File: src/rtl/instruction_fetch_stage.sv
// MIPS instruction fetch stage with the IF/ID pipeline register.
// Selects next PC (branch > jump > jr > stall > sequential) and slices decode fields for ID.
module instruction_fetch_stage #(
    parameter logic [31:0] RESET_PC = 32'h0000_0000,
    parameter logic [31:0] NOP_WORD = 32'h0000_0000
) (
    input  logic        Clk,
    input  logic        Rst,
    input  logic        Stall,
    input  logic        BrTaken,
    input  logic [31:0] BrTarget,
    input  logic        JumpControl,
    input  logic        JRegControl,
    input  logic [31:0] JRegTarget,
    output logic [31:0] ImemAddr,
    input  logic [31:0] ImemData,
    output logic [31:0] PC,
    output logic [31:0] IfIdInstr,
    output logic [31:0] IfIdPCPlus4,
    output logic        IfIdValid,
    output logic [5:0]  readOp,
    output logic [4:0]  readRS,
    output logic [4:0]  readRT,
    output logic [4:0]  read10_6,
    output logic [5:0]  read5_0,
    output logic        FlushIdEx,
    output logic [31:0] FetchCount,
    output logic        AlignErr
);

    logic [31:0] r_pc;
    logic [31:0] r_ifid_instr;
    logic [31:0] r_ifid_pcp4;
    logic        r_ifid_valid;
    logic [31:0] r_fetch_count;
    logic        r_align_err;

    logic [31:0] w_pc_plus4;
    logic [31:0] w_jump_target;
    logic [31:0] w_redir_target;
    logic        w_jump_ok;
    logic        w_jreg_ok;
    logic        w_redirect;

    assign w_pc_plus4    = r_pc + 32'd4;
    assign w_jump_target = {r_ifid_pcp4[31:28], r_ifid_instr[25:0], 2'b00};

    // ID-stage jumps only count for a real instruction that is actually advancing;
    // the AND with a known-zero qualifier also masks X on the control inputs.
    assign w_jump_ok = r_ifid_valid & ~Stall & JumpControl;
    assign w_jreg_ok = r_ifid_valid & ~Stall & JRegControl;

    always_comb begin
        w_redirect     = 1'b0;
        w_redir_target = w_pc_plus4;
        if (BrTaken) begin
            w_redirect     = 1'b1;
            w_redir_target = BrTarget;
        end else if (w_jump_ok) begin
            w_redirect     = 1'b1;
            w_redir_target = w_jump_target;
        end else if (w_jreg_ok) begin
            w_redirect     = 1'b1;
            w_redir_target = JRegTarget;
        end
    end

    always_ff @(posedge Clk) begin
        if (Rst) begin
            r_pc          <= RESET_PC;
            r_ifid_instr  <= NOP_WORD;
            r_ifid_pcp4   <= 32'd0;
            r_ifid_valid  <= 1'b0;
            r_fetch_count <= 32'd0;
            r_align_err   <= 1'b0;
        end else if (w_redirect) begin
            // No delay slot: the word fetched this cycle is dropped for a bubble.
            r_pc         <= {w_redir_target[31:2], 2'b00};
            r_ifid_instr <= NOP_WORD;
            r_ifid_valid <= 1'b0;
            if (w_redir_target[1:0] != 2'b00) r_align_err <= 1'b1;
        end else if (!Stall) begin
            r_pc          <= w_pc_plus4;
            r_ifid_instr  <= ImemData;
            r_ifid_pcp4   <= w_pc_plus4;
            r_ifid_valid  <= 1'b1;
            r_fetch_count <= r_fetch_count + 32'd1;
        end
    end

    assign ImemAddr    = r_pc;
    assign PC          = r_pc;
    assign IfIdInstr   = r_ifid_instr;
    assign IfIdPCPlus4 = r_ifid_pcp4;
    assign IfIdValid   = r_ifid_valid;
    assign FetchCount  = r_fetch_count;
    assign AlignErr    = r_align_err;
    assign FlushIdEx   = BrTaken;

    assign readOp   = r_ifid_instr[31:26];
    assign readRS   = r_ifid_instr[25:21];
    assign readRT   = r_ifid_instr[20:16];
    assign read10_6 = r_ifid_instr[10:6];
    assign read5_0  = r_ifid_instr[5:0];

endmodule

File: config.mk
export PLATFORM = sky130hd
export DESIGN_NAME = instruction_fetch_stage
export DESIGN_NICKNAME = d
export VERILOG_FILES = /design/src/rtl/instruction_fetch_stage.sv
export SDC_FILE = /design/constraint.sdc
export NUM_CORES = 1
export LEC_CHECK = 0
export CAP_MARGIN = 20
export CELL_PAD_IN_SITES_DETAIL_PLACEMENT = 1
export CELL_PAD_IN_SITES_GLOBAL_PLACEMENT = 1
export CORE_MARGIN = 2
export CORE_UTILIZATION = 49
export CTS_CLUSTER_SIZE = 12
export DETAILED_ROUTE_END_ITERATION = 8
export DONT_BUFFER_PORTS = 1
export PLACE_DENSITY_LB_ADDON = 0.1
export SLEW_MARGIN = 20
export SYNTH_ARGS = -nofsm -noshare
export SYNTH_HDL_FRONTEND = slang
export SYNTH_SLANG_ARGS = --single-unit
File: constraint.sdc
create_clock -name Clk -period 5.3 [get_ports Clk]
set_input_delay 0.795 -clock Clk [delete_from_list [all_inputs] [get_ports Clk]]
set_output_delay 0.795 -clock Clk [all_outputs]
set_load 0.02 [all_outputs]
Word-level counts from Yosys, hierarchy flattened
Index checks and enable logic that the tools add are counted.
Storage, ports and cells
  register bits after elaboration: 130
  bits of input ports: 102
  output and inout bits: 190
Operators by class
  add/subtract/negate cells: 2
  equal/unequal tests: 1
  muxes and demuxes: 8
  bitwise gates (word level): 5
  reduce and logical (&&, ||, !) cells: 4
Operators with widths (count)
  $mux W32: 5
  $add A32 B1 Y32 const B: 1
  $add A32 B3 Y32 const B: 1
  $reduce_and A2 Y1: 2
  $and A1 B1 Y1: 3
  $mux W1: 3
  $ne A2 B1 Y1 const B: 1
  $not A1 Y1: 2
  $reduce_bool A2 Y1: 1
  $reduce_or A2 Y1: 1

Longest topological paths before layout
  depth after elaboration: 8
  gate-level depth with buffers: 8
  depth with buffers taken out: 6

Least setup slack after synthesis
Ideal clock, no wire load.
  path kind: input port to flip-flop
  from: input port BrTaken
  to: register r_fetch_count[28], in the netlist FetchCount[28]
  library setup time: 0.070 ns
  arrival time: 2.439 ns
  required time: 5.230 ns
  path slack: 2.791 ns
  stages on the path: 8
  buffers on the path: 3
  path through: buf_2 or2_2 buf_2 or3_1 clkbuf_1 nor4_1 nand4b_1 a21oi_1
On the way
  longest elaborated chain between the ends: 3
RTL lines
  start, declared: RTL line 10  | input logic BrTaken,
  $mux W1: RTL line 56  | if (BrTaken) begin
  $not A1 Y1 (no source line)
  $reduce_and A2 Y1 (no source line)
  end signal, assigned: RTL line 87  | r_fetch_count <= r_fetch_count + 32'd1;
  end, declared: RTL line 35  | logic [31:0] r_fetch_count;
No other way between the ends.
A chain may end at the register's enable or synchronous reset.

Final worst setup path
  from: register r_ifid_valid, in the netlist IfIdValid
  to: register r_pc[12], in the netlist ImemAddr[12]
On the way
  longest elaborated chain between the ends: 6
  elaborated cells between the ends (all ways): 11
  those cells by class: eq/ne: 1; mux: 7; bitwise: 3
RTL lines
  start, declared: RTL line 34  | logic r_ifid_valid;
  start signal, assigned: RTL line 73  | r_ifid_valid <= 1'b0;
  start signal, assigned: RTL line 80  | r_ifid_valid <= 1'b0;
  start signal, assigned: RTL line 86  | r_ifid_valid <= 1'b1;
  $and A1 B1 Y1 (*): RTL line 50, 51
  $and A1 B1 Y1: RTL line 51  | assign w_jreg_ok = r_ifid_valid & ~Stall & JRegControl;
  $mux W1 / $mux W32 (equally long branches): RTL line 62  | end else if (w_jreg_ok) begin
  $mux W1 / $mux W32 (equally long branches): RTL line 59  | end else if (w_jump_ok) begin
  $mux W1 / $mux W32 (equally long branches): RTL line 56
  $ne A2 B1 Y1 (no source line) / $mux W32 (equally long branches)
  end signal, assigned: RTL line 78  | r_pc <= {w_redir_target[31:2], 2'b00};
  end signal, assigned: RTL line 83  | r_pc <= w_pc_plus4;
  end, declared: RTL line 31  | logic [31:0] r_pc;
Mark *: on every way between the ends. The rest lies on a longest branch, timed or not.

==> impl_table.tex <==
\begin{tabular}{lr}
\hline
Metric & Value \\
\hline
\multicolumn{2}{l}{\textbf{Clocking}} \\
TritonCTS Buffers & 17 \\
Later-pin clock latency in the skew report & 0.42 ns \\
TritonCTS Sinks & 126 \\
Deepest level of the CTS H-tree & 4 \\
Worst-case clock buffer depth & 2 \\
Clk slew on worst S/H paths & 0.05 ns \\
Post-cts hold buffer count & 0 \\
Master cell of the clock root buffer & sky130\_fd\_sc\_hd\_\_clkbuf\_16 \\
Gates resized, CTS repair & 0 \\
Post-CTS setup repair buffer count & 0 \\
Clock tree from TritonCTS & done \\
\multicolumn{2}{l}{\textbf{Finish}} \\
Final \#Nets & 865 \\
Fraction of layout instances using a drive strength above 1 & 6.09\% \\
Area occupied by registers & 0.00252 mm\^{}2 \\
Number of antenna repair diodes & 0 \\
Multi-input gate area in the final layout & 0.00366 mm\^{}2 \\
Area growth from synthesis to layout & 2.27\% \\
Filler cell count in the final layout & 1689 \\
\multicolumn{2}{l}{\textbf{STA}} \\
Highest Clock Rate & 326 MHz \\
Final critical-path setup slack & 2.23 ns \\
Crit path time final & 3.07 ns \\
Final-layout setup total negative slack & 0 ns \\
Final setup skew & 0.00428 ns \\
Transition time of the tightest slew-check pin & 0.863 ns \\
Final setup violation count & 0 \\
Setup repair after global routing missed its margin & no \\
Max\_slew headroom & 42.3\% \\
Post-route clock period utilization & 57.8\% \\
Hold violation total from the final report & 0 \\
Final Max Tran Viols & 0 \\
\multicolumn{2}{l}{\textbf{Power and ir drop}} \\
Leakage power figure & 2.45 nW \\
Worst voltage drop across the vdd grid & 0.271 mV \\
Sequential cell fraction of total power & 47.0\% \\
Logic gate share of total power & 7.9\% \\
Power spent charging and discharging nets & 0.699 mW \\
Switching Fraction & 28.5\% \\
Clock network fraction of total power & 45.1\% \\
Total power per unit cell area & 349 mW/mm\^{}2 \\
Internal power & 1.75 mW \\
\multicolumn{2}{l}{\textbf{Run status}} \\
Result of the run & complete, no violations \\
\multicolumn{2}{l}{\textbf{Logic synthesis}} \\
Sequential cell area fraction in the yosys report & 36.7\% \\
Count of cell types in the netlist & 63 \\
Avg Cell Area, Syn & 8.11 um\^{}2 \\
Number of flops mapped to enable cells by yosys & 0 \\
Cell Area, Synth & 0.00688 mm\^{}2 \\
Yosys top cell area share & 36.7\% \\
Most frequently used flop master after synthesis & sky130\_fd\_sc\_hd\_\_dfxtp\_1 \\
Cell count after synthesis & 848 \\
Post-synthesis register bit count & 126 \\
Cell type contributing the most total cell area after synthesis & sky130\_fd\_sc\_hd\_\_dfxtp\_1 \\
Async set or reset register ratio after synthesis & 0\% \\
Synthesis warning total & 0 \\
Leading post-synthesis cells by cell area & sky130\_fd\_sc\_hd\_\_dfxtp\_1, sky130\_fd\_sc\_hd\_\_buf\_4, sky130\_fd\_sc\_hd\_\_mux2i\_1 \\
\multicolumn{2}{l}{\textbf{Route}} \\
DR DRC count & 0 \\
Detail-routed net length per standard cell & 25.7 um \\
TritonRoute pass-1 iters & 5 \\
Total via count in the routed design & 6259 \\
1st-iter DRT viols & 463 \\
Vias per Instance & 6.57 \\
Antenna-violating nets left & 0 \\
Post-detailed-routing wire length & 24500 um \\
\multicolumn{2}{l}{\textbf{Setup path}} \\
Startpoint type of the worst setup path & flip-flop \\
Endpoint kind of the worst setup timing path & flip-flop \\
R2r setup slk & 2.23 ns \\
Worst-path cell with the longest stage delay & sky130\_fd\_sc\_hd\_\_dfxtp\_1 \\
Arrival @ worst endpoint & 3.39 ns \\
Required time at the worst-slack endpoint & 5.62 ns \\
Ordered cell list for the critical path & nand3b\_1, and3\_1, nor3\_1, o221ai\_1, a311oi\_1 \\
CP max stage delay & 0.72 ns \\
Crit Path Max Fanout & 14 \\
Kind of critical path & flip-flop to flip-flop \\
\multicolumn{2}{l}{\textbf{Floorplan}} \\
Floorplan Core Area & 0.0138 mm\^{}2 \\
Chip Width & 122 um \\
Effective utilization at floorplan & 49.9\% \\
Chip Height & 122 um \\
I/O pin total & 292 \\
DIE AREA & 0.0150 mm\^{}2 \\
Number of rows in the core area & 43 \\
\multicolumn{2}{l}{\textbf{Global routing}} \\
First-pass GRT wire length & 36900 um \\
Pin count of the biggest net entering global routing & 78 \\
Via count of the first global-routing pass & 6348 \\
Sum of overflow across all layers after global routing & 0 \\
Antenna violations before repair & 0 \\
Total global-route track usage & 32.4\% \\
\multicolumn{2}{l}{\textbf{Placement}} \\
Post-placement setup slack & 2.40 ns \\
Detailed-placement wirelength estimate & 17800 um \\
Number of port buffers & 0 \\
RD Place Congestion & 0.875 \\
\multicolumn{2}{l}{\textbf{Job}} \\
Max-cap check violation count & 0 \\
\multicolumn{2}{l}{\textbf{Min path}} \\
Classification of the worst-slack hold path & primary input to flip-flop \\
\hline
\end{tabular}
[layer usage]
| metal | global-route usage [%] | wire (um) | share of wire (%) |
|---|---|---|---|
| met3 | 10.8 | 2060 | 8.4 |
| met1 | 37.9 | 9710 | 40 |
| met4 | 11.6 | 692 | 2.8 |
| met2 | 55.2 | 12000 | 49 |
| met5 | 0 | 0 | 0 |
[sequential cells by signal, indices dropped and copies added (netlist names)]
signal	count
FetchCount	32
IfIdInstr	32
IfIdPCPlus4	30
ImemAddr	30
AlignErr	1
IfIdValid	1
[kinds of logic after synthesis]
kind of cell             count (synthesis)  synth area share [%]
AND/OR/NAND/NOR                        305                  22.2
AO/OA/AOI/OAI                          208                  19.5
buffers and inverters                  128                  10.6
flip-flops                             126                  36.7
XOR/XNOR                                41                  5.22
multiplexers                            37                  5.42
adder cells (fa/ha/maj)                  2                 0.364
other                                    1                0.0545
[power by group through the flow]
stage / clock network (mW) / registers (mW) / logic [mW]
2_1_floorplan: 0 / 1.11 / 0.239
3_3_place_gp: 0 / 1.17 / 0.180
3_5_place_dp: 0 / 1.17 / 0.188
4_1_cts: 1.11 / 1.15 / 0.190
5_1_grt: 1.16 / 1.16 / 0.211
6_report: 1.11 / 1.15 / 0.194
[final cells by class]
class | count | share of cell area [%]
clock buffer | 23 | 6.94
timing repair buffer | 4 | 0.427
clock inverter | 7 | 0.889
sequential | 126 | 35.9
tap | 180 | 3.20
multi-input combinational | 599 | 52.0
inverter | 13 | 0.694
[worst paths after layout]
check	startpoint	end	depth (start not counted)
setup reg to reg	IfIdValid$_SDFFE_PP0N_	ImemAddr[12]$_SDFFE_PP0P_	5
hold / removal	Rst	ImemAddr[30]$_SDFFE_PP0P_	1
setup / recovery	IfIdValid$_SDFFE_PP0N_	ImemAddr[12]$_SDFFE_PP0P_	5
hold reg to reg	IfIdPCPlus4[3]$_SDFFE_PP0P_	IfIdPCPlus4[3]$_SDFFE_PP0P_	2
[synthesized netlist by cell type (10+ instances only)]
cell and count:
sky130_fd_sc_hd__mux2i_1 35, sky130_fd_sc_hd__o22ai_1 11, sky130_fd_sc_hd__dfxtp_1 126, sky130_fd_sc_hd__inv_1 11
sky130_fd_sc_hd__nor4_1 10, sky130_fd_sc_hd__and4_1 10, sky130_fd_sc_hd__nand3_1 22, sky130_fd_sc_hd__nand2_1 71
sky130_fd_sc_hd__nand4_1 18, sky130_fd_sc_hd__buf_4 64, sky130_fd_sc_hd__a221oi_1 12, sky130_fd_sc_hd__and3_1 13
sky130_fd_sc_hd__xor2_1 18, sky130_fd_sc_hd__a21oi_1 51, sky130_fd_sc_hd__o21ai_0 54, sky130_fd_sc_hd__nor3_1 22
sky130_fd_sc_hd__a211oi_1 21, sky130_fd_sc_hd__or3_1 10, sky130_fd_sc_hd__xnor2_1 23, sky130_fd_sc_hd__clkbuf_1 40
sky130_fd_sc_hd__nor2_1 93
[cells in the final DEF, fill, tap and decap left out, drive strengths merged, types with 11 or more instances in the layout]
| cell | synthesis | routed |
|---|---|---|
| nand4 | 19 | 19 |
| a221oi | 12 | 12 |
| o22ai | 11 | 11 |
| inv | 11 | 11 |
| mux2i | 35 | 35 |
| clkbuf | 41 | 23 |
| a211oi | 21 | 21 |
| nand2 | 71 | 71 |
| o21ai | 55 | 55 |
| xnor2 | 23 | 23 |
| nor4 | 12 | 12 |
| xor2 | 18 | 18 |
| nand3 | 23 | 23 |
| nor2 | 93 | 93 |
| dfxtp | 126 | 126 |
| a21oi | 51 | 51 |
| nor3 | 23 | 23 |
| and3 | 13 | 13 |
[stage by stage]
step / total power, mW / utilization [%] / cells / cell area [um^2] / hold slack [ns]
global placement: 1.35 / 47.1 / 922 / 6480 / 0.565
floorplan: 1.35 / - / 853 / 6900 / 0.535
global route: 2.53 / 51.1 / 952 / 7030 / 0.435
detailed placement: 1.36 / 47.1 / 922 / 6480 / 0.576
finish: 2.45 / 51.1 / 952 / 7030 / 0.445
CTS: 2.46 / 51.1 / 952 / 7030 / 0.436
[critical path: cells and delay by family (launching register included)]
family | cells | cell delay (ns)
flops | 1 | 0.72
simple gates | 3 | 1.65
compound gates | 2 | 0.60
(Power assumes the default switching activity.)
